$ cat config.mk
export PLATFORM = sky130hd
export DESIGN_NAME = debounced_seq_detector
export DESIGN_NICKNAME = d
export VERILOG_FILES = /design/src/rtl/seqdet_pkg.sv /design/src/rtl/debouncer_n.sv /design/src/rtl/debounced_seq_detector.sv
export SDC_FILE = /design/constraint.sdc
export NUM_CORES = 1
export LEC_CHECK = 0
export ABC_AREA = 1
export BUFFER_PORTS_ARGS = -buffer_cell sky130_fd_sc_hd__clkbuf_2
export CAP_MARGIN = 5
export CORE_MARGIN = 2
export CORE_UTILIZATION = 41
export CTS_BUF_LIST = sky130_fd_sc_hd__clkbuf_4 sky130_fd_sc_hd__clkbuf_8
export DETAILED_ROUTE_END_ITERATION = 8
export PLACE_DENSITY = 0.62
export RECOVER_POWER = 50
export SYNTH_ARGS = -nofsm -noshare
export SYNTH_HDL_FRONTEND = slang
export SYNTH_HIERARCHICAL = 1
export SYNTH_SLANG_ARGS = --single-unit
$ cat constraint.sdc
create_clock -name clk -period 2.39 [get_ports clk]
set_input_delay 0 -clock clk [delete_from_list [all_inputs] [get_ports clk]]
set_output_delay 0 -clock clk [all_outputs]
set_load 0.02 [all_outputs]
$ cat src/rtl/seqdet_pkg.sv
// Shared types and helpers for the debounced sequence detector.
// Build option: SEQDET_NONOVERLAP_EN selects non-overlapping matching.
package seqdet_pkg;

  localparam int ST_W = 2;

  typedef enum logic [ST_W-1:0] {
    IDLE = 2'b00,
    RUN  = 2'b01,
    HIT  = 2'b10,
    DONE = 2'b11
  } state_t;

  function automatic int cnt_w(input int n);
    return $clog2(n + 1);
  endfunction

endpackage

$ cat src/rtl/debouncer_n.sv
// Button debouncer: 2-flop synchroniser, stability counter, rise pulse.
// The debounced level only moves after DEB_CYCLES consistent samples.
module debouncer_n #(
  parameter int DEB_CYCLES = 16
) (
  input  logic clk,
  input  logic reset,
  input  logic raw,
  output logic level,
  output logic rise
);

  localparam int DW = $clog2(DEB_CYCLES);
  localparam logic [DW-1:0] C_MAX = DW'(DEB_CYCLES - 1);

  logic          r_s1;
  logic          r_s2;
  logic [DW-1:0] r_cnt;
  logic          r_level;
  logic          r_rise;

  always_ff @(posedge clk or negedge reset) begin
    if (!reset) begin
      r_s1    <= 1'b0;
      r_s2    <= 1'b0;
      r_cnt   <= '0;
      r_level <= 1'b0;
      r_rise  <= 1'b0;
    end else begin
      r_s1   <= raw;
      r_s2   <= r_s1;
      r_rise <= 1'b0;
      if (r_s2 != r_level) begin
        if (r_cnt == C_MAX) begin
          r_level <= r_s2;
          r_cnt   <= '0;
          r_rise  <= r_s2;
        end else begin
          r_cnt <= r_cnt + DW'(1);
        end
      end else begin
        r_cnt <= '0;
      end
    end
  end

  assign level = r_level;
  assign rise  = r_rise;

endmodule

$ cat src/rtl/debounced_seq_detector.sv
// Debounced capture of a word, scanned MSB-first for PATTERN (Moore FSM).
// Define SEQDET_NONOVERLAP_EN to restart matching after every hit.
module debounced_seq_detector
  import seqdet_pkg::*;
#(
  parameter int                 WIDTH      = 8,
  parameter int                 PAT_LEN    = 3,
  parameter logic [PAT_LEN-1:0] PATTERN    = 3'b101,
  parameter int                 DEB_CYCLES = 16
) (
  input  logic                     clk,
  input  logic                     reset,
  input  logic                     read,
  input  logic [WIDTH-1:0]         in,
  output logic                     out,
  output logic [cnt_w(WIDTH)-1:0]  hit_count,
  output logic                     busy,
  output logic                     done,
  output logic [ST_W-1:0]          state
);

  localparam int CW = cnt_w(WIDTH);
  localparam int SW = cnt_w(PAT_LEN);
  localparam logic [CW-1:0] C_WIDTH = CW'(WIDTH);
  localparam logic [SW-1:0] C_PL    = SW'(PAT_LEN);
`ifdef SEQDET_NONOVERLAP_EN
  localparam bit NONOVL = 1'b1;
`else
  localparam bit NONOVL = 1'b0;
`endif

  logic w_level;
  logic w_step;

  debouncer_n #(
    .DEB_CYCLES(DEB_CYCLES)
  ) u_deb (
    .clk  (clk),
    .reset(reset),
    .raw  (read),
    .level(w_level),
    .rise (w_step)
  );

  state_t             r_state;
  logic [WIDTH-1:0]   r_word;
  logic [CW-1:0]      r_rem;
  logic [PAT_LEN-1:0] r_hist;
  logic [SW-1:0]      r_seen;
  logic [CW-1:0]      r_hits;
  logic               r_out;
  logic               r_busy;
  logic               r_done;

  logic               w_b;
  logic [PAT_LEN:0]   w_sh;
  logic [PAT_LEN-1:0] w_hist_nxt;
  logic [SW-1:0]      w_seen_nxt;
  logic               w_hit;

  // Widen before truncating so PAT_LEN==1 needs no special case.
  assign w_b        = r_word[WIDTH-1];
  assign w_sh       = {r_hist, w_b};
  assign w_hist_nxt = w_sh[PAT_LEN-1:0];
  assign w_seen_nxt = (r_seen == C_PL) ? r_seen : r_seen + SW'(1);
  assign w_hit      = (w_hist_nxt == PATTERN) && (w_seen_nxt == C_PL);

  always_ff @(posedge clk or negedge reset) begin
    if (!reset) begin
      r_state <= IDLE;
      r_word  <= '0;
      r_rem   <= '0;
      r_hist  <= '0;
      r_seen  <= '0;
      r_hits  <= '0;
      r_out   <= 1'b0;
      r_busy  <= 1'b0;
      r_done  <= 1'b0;
    end else begin
      unique case (r_state)
        IDLE: begin
          if (w_step) begin
            r_word  <= in;
            r_rem   <= C_WIDTH;
            r_hist  <= '0;
            r_seen  <= '0;
            r_hits  <= '0;
            r_state <= RUN;
            r_busy  <= 1'b1;
          end
        end
        RUN, HIT: begin
          if (r_rem != '0) begin
            r_word <= r_word << 1;
            r_rem  <= r_rem - CW'(1);
            r_hist <= (w_hit && NONOVL) ? '0 : w_hist_nxt;
            r_seen <= (w_hit && NONOVL) ? '0 : w_seen_nxt;
            if (w_hit) begin
              r_state <= HIT;
              r_out   <= 1'b1;
              r_hits  <= r_hits + CW'(1);
            end else begin
              r_state <= RUN;
              r_out   <= 1'b0;
            end
          end else begin
            r_state <= DONE;
            r_out   <= 1'b0;
            r_busy  <= 1'b0;
            r_done  <= 1'b1;
          end
        end
        DONE: begin
          // A held button keeps the level high, so no retrigger here.
          if (!w_level) begin
            r_state <= IDLE;
            r_done  <= 1'b0;
          end
        end
        default: begin
          r_state <= IDLE;
          r_out   <= 1'b0;
          r_busy  <= 1'b0;
          r_done  <= 1'b0;
        end
      endcase
    end
  end

  assign out       = r_out;
  assign hit_count = r_hits;
  assign busy      = r_busy;
  assign done      = r_done;
  assign state     = r_state;

endmodule
[Yosys cells after proc, flatten, opt, wreduce, memory -nomap -nowiden]
Cells that the tools add are included.
Widths: inputs -> output; s select.
Operators by class
  $add $sub $neg: 4
  equal/unequal tests: 13
  multiplexer cells: 34
  reduce and logical (&&, ||, !) cells: 12
Operators by type and width (count)
  $mux 4: 7
  $mux 2: 9
  $mux 8: 2
  $pmux 4 s2: 2
  $pmux 8 s2: 1
  $reduce_and 3->1: 3
  $add 4x1->4 const B: 2
  $eq 2x2->1 const B: 4
  $mux 1: 8
  $ne 2x2->1 const B: 4
  $pmux 2 s2: 2
  $pmux 2 s3: 1
  $eq 4x4->1 const B: 1
  $pmux 1 s2: 2
  $reduce_and 2->1: 2
  $reduce_and 4->1: 1
  $reduce_bool 2->1: 2
  $reduce_bool 4->1: 1
  $sub 4x1->4 const B: 1
  $eq 3x3->1 const B: 1
  $add 2x1->2 const B: 1
  $eq 2x1->1 const B: 1
  $logic_not 2->1: 1
  $ne 2x1->1 const B: 1
  other kinds (3): 3
Storage, ports and cells
  flip-flop bits (word level): 33
  input bits: 11
  output and inout port bits: 9
  logic and storage cells: 77

[Logic depth before layout (Yosys ltp)]
  depth in word-level cells: 7
  gate-level depth with buffers: 10
  depth with buffers taken out: 10

[By module]
The synthesis kept the hierarchy.
By module, submodules not included
  debounced_seq_detector: times used 1, cells an instance 168, area an instance 1325.0 um^2, sequential area each 625.6 um^2
  debouncer_n: times used 1, cells an instance 30, area an instance 325.3 um^2, sequential area each 200.2 um^2

[Worst setup path before layout]
Ideal clock, no wire load.
  path kind: flip-flop to flip-flop
  start: register r_state[0], in the netlist state[0]
  end: register r_word[2]
  setup time: 0.121 ns
  arrival time: 1.548 ns
  data required time: 2.269 ns
  path slack: 0.722 ns
  stages on the path, launching flop included: 10
  path buffers: 1
  period minus slack after synthesis: 1.668 ns
  cell sequence: dfrtp_1 > inv_1 > ha_1 > nor2_2 > nor2_8 > nand2_2 > inv_4 > buf_6 > nand2_1 > o21ai_1
Between the ends
  word-level cells in the longest chain between the ends: 4
  elaborated cells on any way between the ends: 9
  classes of those cells: eq/ne: 4; mux: 1; reduce/logical: 4
RTL lines
  from (decl): line debounced_seq_detector.sv:45  | state_t r_state;
  from (signal assigned): line debounced_seq_detector.sv:70  | r_state <= IDLE;
  from (signal assigned): line debounced_seq_detector.sv:88  | r_state <= RUN;
  from (signal assigned): line debounced_seq_detector.sv:99  | r_state <= HIT;
  $eq 2x1->1 / $eq 2x2->1 (equally long branches): line debounced_seq_detector.sv:80  | unique case (r_state)
  $reduce_or 2->1: line debounced_seq_detector.sv:80
  $ne 2x2->1 (no line) / $reduce_bool 2->1 (equally long branches)
  $reduce_and 3->1 (no line)
  to (signal assigned): line debounced_seq_detector.sv:83  | r_word <= in;
  to (signal assigned): line debounced_seq_detector.sv:94  | r_word <= r_word << 1;
  to (decl): line debounced_seq_detector.sv:46  | logic [WIDTH-1:0] r_word;
Several ways; a longest one is shown, not always the timed one.
A chain may end at the register's enable or synchronous reset.

[Final worst setup path]
  start: register r_state[1], in the netlist state[1]
  end: register r_word[2]
Same word-level chain as after synthesis.

==> summary.md <==
| Metric | Value |
|---|---|
| Status | finished with violations |
| Violated checks | capacitance limit, slew limit |
| Hold path start | in[4] |
| Routability Congestion | 0.747 |
| Yosys reg bits | 33 |
| Resized Gates After CTS | 0 |
| Post-synth top area share | 50.0% |
| Setup Viol. Count Final | 0 |
| Sequential fraction of the synthesis area | 50.0% |
| Htree depth | 2 |
| ANT cells | 0 |
| Flop pwr share | 33.2% |
| Crit Path Class | reg -> reg |
| Core Region | 0.00394 sq mm |
| NetSw | 0.00120 W |
| Number of remaining DRC errors | 0 |
| I/O pins | 20 |
| Setup TNS | 0 ns |
| Cell Area, Synth | 0.00165 sq mm |
| P&R area growth vs syn | 14.1% |
| Slew @ Worst Pin | 1.73 ns |
| Critical Path, Cell by Cell | inv_1 -> ha_1 -> nor2_2 -> nor2_8 -> nand2_2 -> inv_4 -> nand2_1 -> o21ai_1 |
| CP top delay family | adder cells |
| Worst vdd ir | 0.659 mV |
| Largest net degree at the start of global routing | 34 |
| Minimum clock period | 1.88 ns |
| Mapped Cells | 198 |
| Chip width | 67.4 um |
| Total power draw | 0.00263 W |
| Yosys cell types | 25 |
| TritonCTS buffer count | 5 |
| Initial DRC Count | 53 |
| Fin crit share | 78.5% |
| Via count | 1,269 |
| Avg Cell Area, Syn | 8.34 sq um |
| Vias in the first global route | 1,103 |
| Total die area | 0.00455 sq mm |
| Finished Cell Area | 0.00188 sq mm |
| Post-DR vias/cell | 4.65 |
| Fin. max-slew vios | 34 |
| WP data required | 2.60 ns |
| WP data arrival | 2.09 ns |
| CTS max path bufs | 2 |
| CP startpoint | state[1] |
| Crit. End Element | flip-flop |
| R2r startpoint | state[1] |
| Total global routing overflow | 0 |
| Number of flops mapped to enable cells by yosys | 0 |
| Port buffer count | 19 |
| Routed Antenna Nets | 0 |
| Cell at the slowest stage of the critical path | ha_1 |
| Slew Limit Headroom | -15.4% |
| Initial Utilization | 41.9% |
| Num rows | 23 |
| Syn nets | 215 |
| Fraction of layout cells with a size suffix above 1 | 14.3% |
| Count leader, synth | nand2_1 |
| Initial DRT Pass Iterations | 4 |
| Post-synth top cells | nand2_1, dfrtp_1, inv_1 |
| CP max stage delay | 0.56 ns |
| First-pass GRT wire length | 4830 um |
| Detailed placement HPWL | 2080 um |
| # Max-Cap Violations | 1 |
| Critical path fanouts, max | 15 |
| Routed len/inst | 10.6 um |
| Yosys top cell by area | dfrtp_1 |
| Lkg Pwr | 0.942 nW |
| Most used DFF post-synth | dfrtp_1 |
| Final hold viol count | 0 |
| Top post-synthesis cells by area | dfrtp_1, nand2_1, o21ai_1 |
| Clock skew | 0.00515 ns |
| Drt total wl | 2900 um |
| CTS tree | built |
| Placed inst area | 0.00178 sq mm |
| Unrepaired setup endpoints after global routing | no |
| CTS clk-pin slew, worst paths | 0.07 ns |
| Switching part of the total | 45.6% |
| Crit path launch type | flip-flop |
| Nets | 240 |
| Root buffer cell | clkbuf_8 |
| CTS Sinks | 33 |
| Clk_lat worst skew | 0.28 ns |
| Initial antenna violation count | 0 |
| Internal power | 0.00143 W |
| PwrDens | 1400 mW/mm^2 |
| DIE HEIGHT | 67.4 um |
| Gr usage total | 14.5% |
| Fmax | 533 MHz |
| Hold crit path type | in -> reg |
| Post-synth ARST share | 100% |
| WP buf/inv | 2 |
| Combinational power share | 50.5% |
| Synth warn | 6 |
| Clk network pwr share | 16.2% |
-- routing by layer --
metal | share of wire [%] | routed length (um) | global-route usage (%)
met4 | 2.0 | 57 | 7.65
met1 | 48 | 1380 | 18.0
met2 | 45 | 1320 | 22.9
met3 | 4.8 | 140 | 4.00
met5 | 0 | 0 | 0
-- cell families (layout without fill, tap and decap cells) --
| logic type | after synthesis | after routing | synth area share [%] |
|---|---|---|---|
| fa+ha+maj | 6 | 6 | 4.55 |
| flops | 33 | 33 | 50.0 |
| xor+xnor | 3 | 3 | 1.59 |
| compound gates | 30 | 30 | 9.25 |
| buf+inv | 29 | 54 | 7.81 |
| simple gates | 97 | 97 | 26.8 |
-- through the flow --
stage	hold slack [ns]	utilization [%]	setup WS, ns	std cells
5_1_grt	0.0571	47.8	0.240	273
6_report	0.0198	47.8	0.514	273
2_1_floorplan	-0.296	-	0.722	198
4_1_cts	0.0195	48.1	0.479	273
3_5_place_dp	0.110	45.0	0.489	263
3_3_place_gp	0.108	45.0	0.545	263
-- worst register-to-register path, cell delays in order, from the launching register on --
cell and delay, ns:
dfrtp_1 0.37, inv_1 0.06, ha_1 0.56, nor2_2 0.14, nor2_8 0.18, nand2_2 0.17
inv_4 0.18, nand2_1 0.07, o21ai_1 0.07
-- area by class of cell --
class / count / area (sq um)
Fill cell: 408 / 2060
Multi-Input combinational cell: 136 / 696
Tap cell: 50 / 62.6
Timing Repair Buffer: 22 / 113
Inverter: 25 / 96.3
Sequential cell: 33 / 826
Clock buffer: 7 / 90.1
-- path summary, 6_finish.rpt --
| kind | to | depth (start not counted) | slack [ns] |
|---|---|---|---|
| max reg2reg | r_word[2] | 8 | 0.51 |
| min in group asynchronous | u_deb/r_cnt[2] | 2 | 0.71 |
| min reg2reg | u_deb/r_s2 | 0 | 0.35 |
| max | r_word[2] | 8 | 0.51 |
| max in group asynchronous | hit_count[3] | 2 | 0.67 |
| min | r_word[4] | 5 | 0.02 |
-- state kept, by name, indices dropped and copies added (netlist names) --
register,count
r_word,8
state,2
u_deb/rise,1
r_rem,4
u_deb/r_s1,1
busy,1
r_seen,2
u_deb/r_cnt,4
hit_count,4
u_deb/r_s2,1
out,1
r_hist,2
done,1
u_deb/level,1
-- cell usage in the layout, fill, tap and decap left out, drive strengths merged, types with 2 or more instances in the layout --
master | synthesis | final
nand3 | 13 | 13
ha | 6 | 6
a21oi | 2 | 2
inv | 25 | 25
nor2 | 17 | 17
nand2 | 62 | 62
clkbuf | 0 | 26
dfrtp | 33 | 33
or2 | 2 | 2
xnor2 | 3 | 3
o21ai | 27 | 27
dlygate4sd3 | 0 | 3
-- repair_timing --
item | 4_1_cts | 5_1_grt
hold endpoints to repair | 35 | 0
setup buffers | 0 | 0
setup endpoints to repair | 0 | 0
hold buffers | 3 | 0
-- power groups by stage --
| stage | sequential [W] | combinational, W | clock (W) |
|---|---|---|---|
| 2_1_floorplan | 0.000942 | 0.00108 | 0 |
| 3_3_place_gp | 0.000885 | 0.00135 | 0 |
| 3_5_place_dp | 0.000888 | 0.00136 | 0 |
| 4_1_cts | 0.000878 | 0.00137 | 0.000441 |
| 5_1_grt | 0.000900 | 0.00156 | 0.000465 |
| 6_report | 0.000875 | 0.00133 | 0.000427 |
Power figures use the tool's default switching activity.
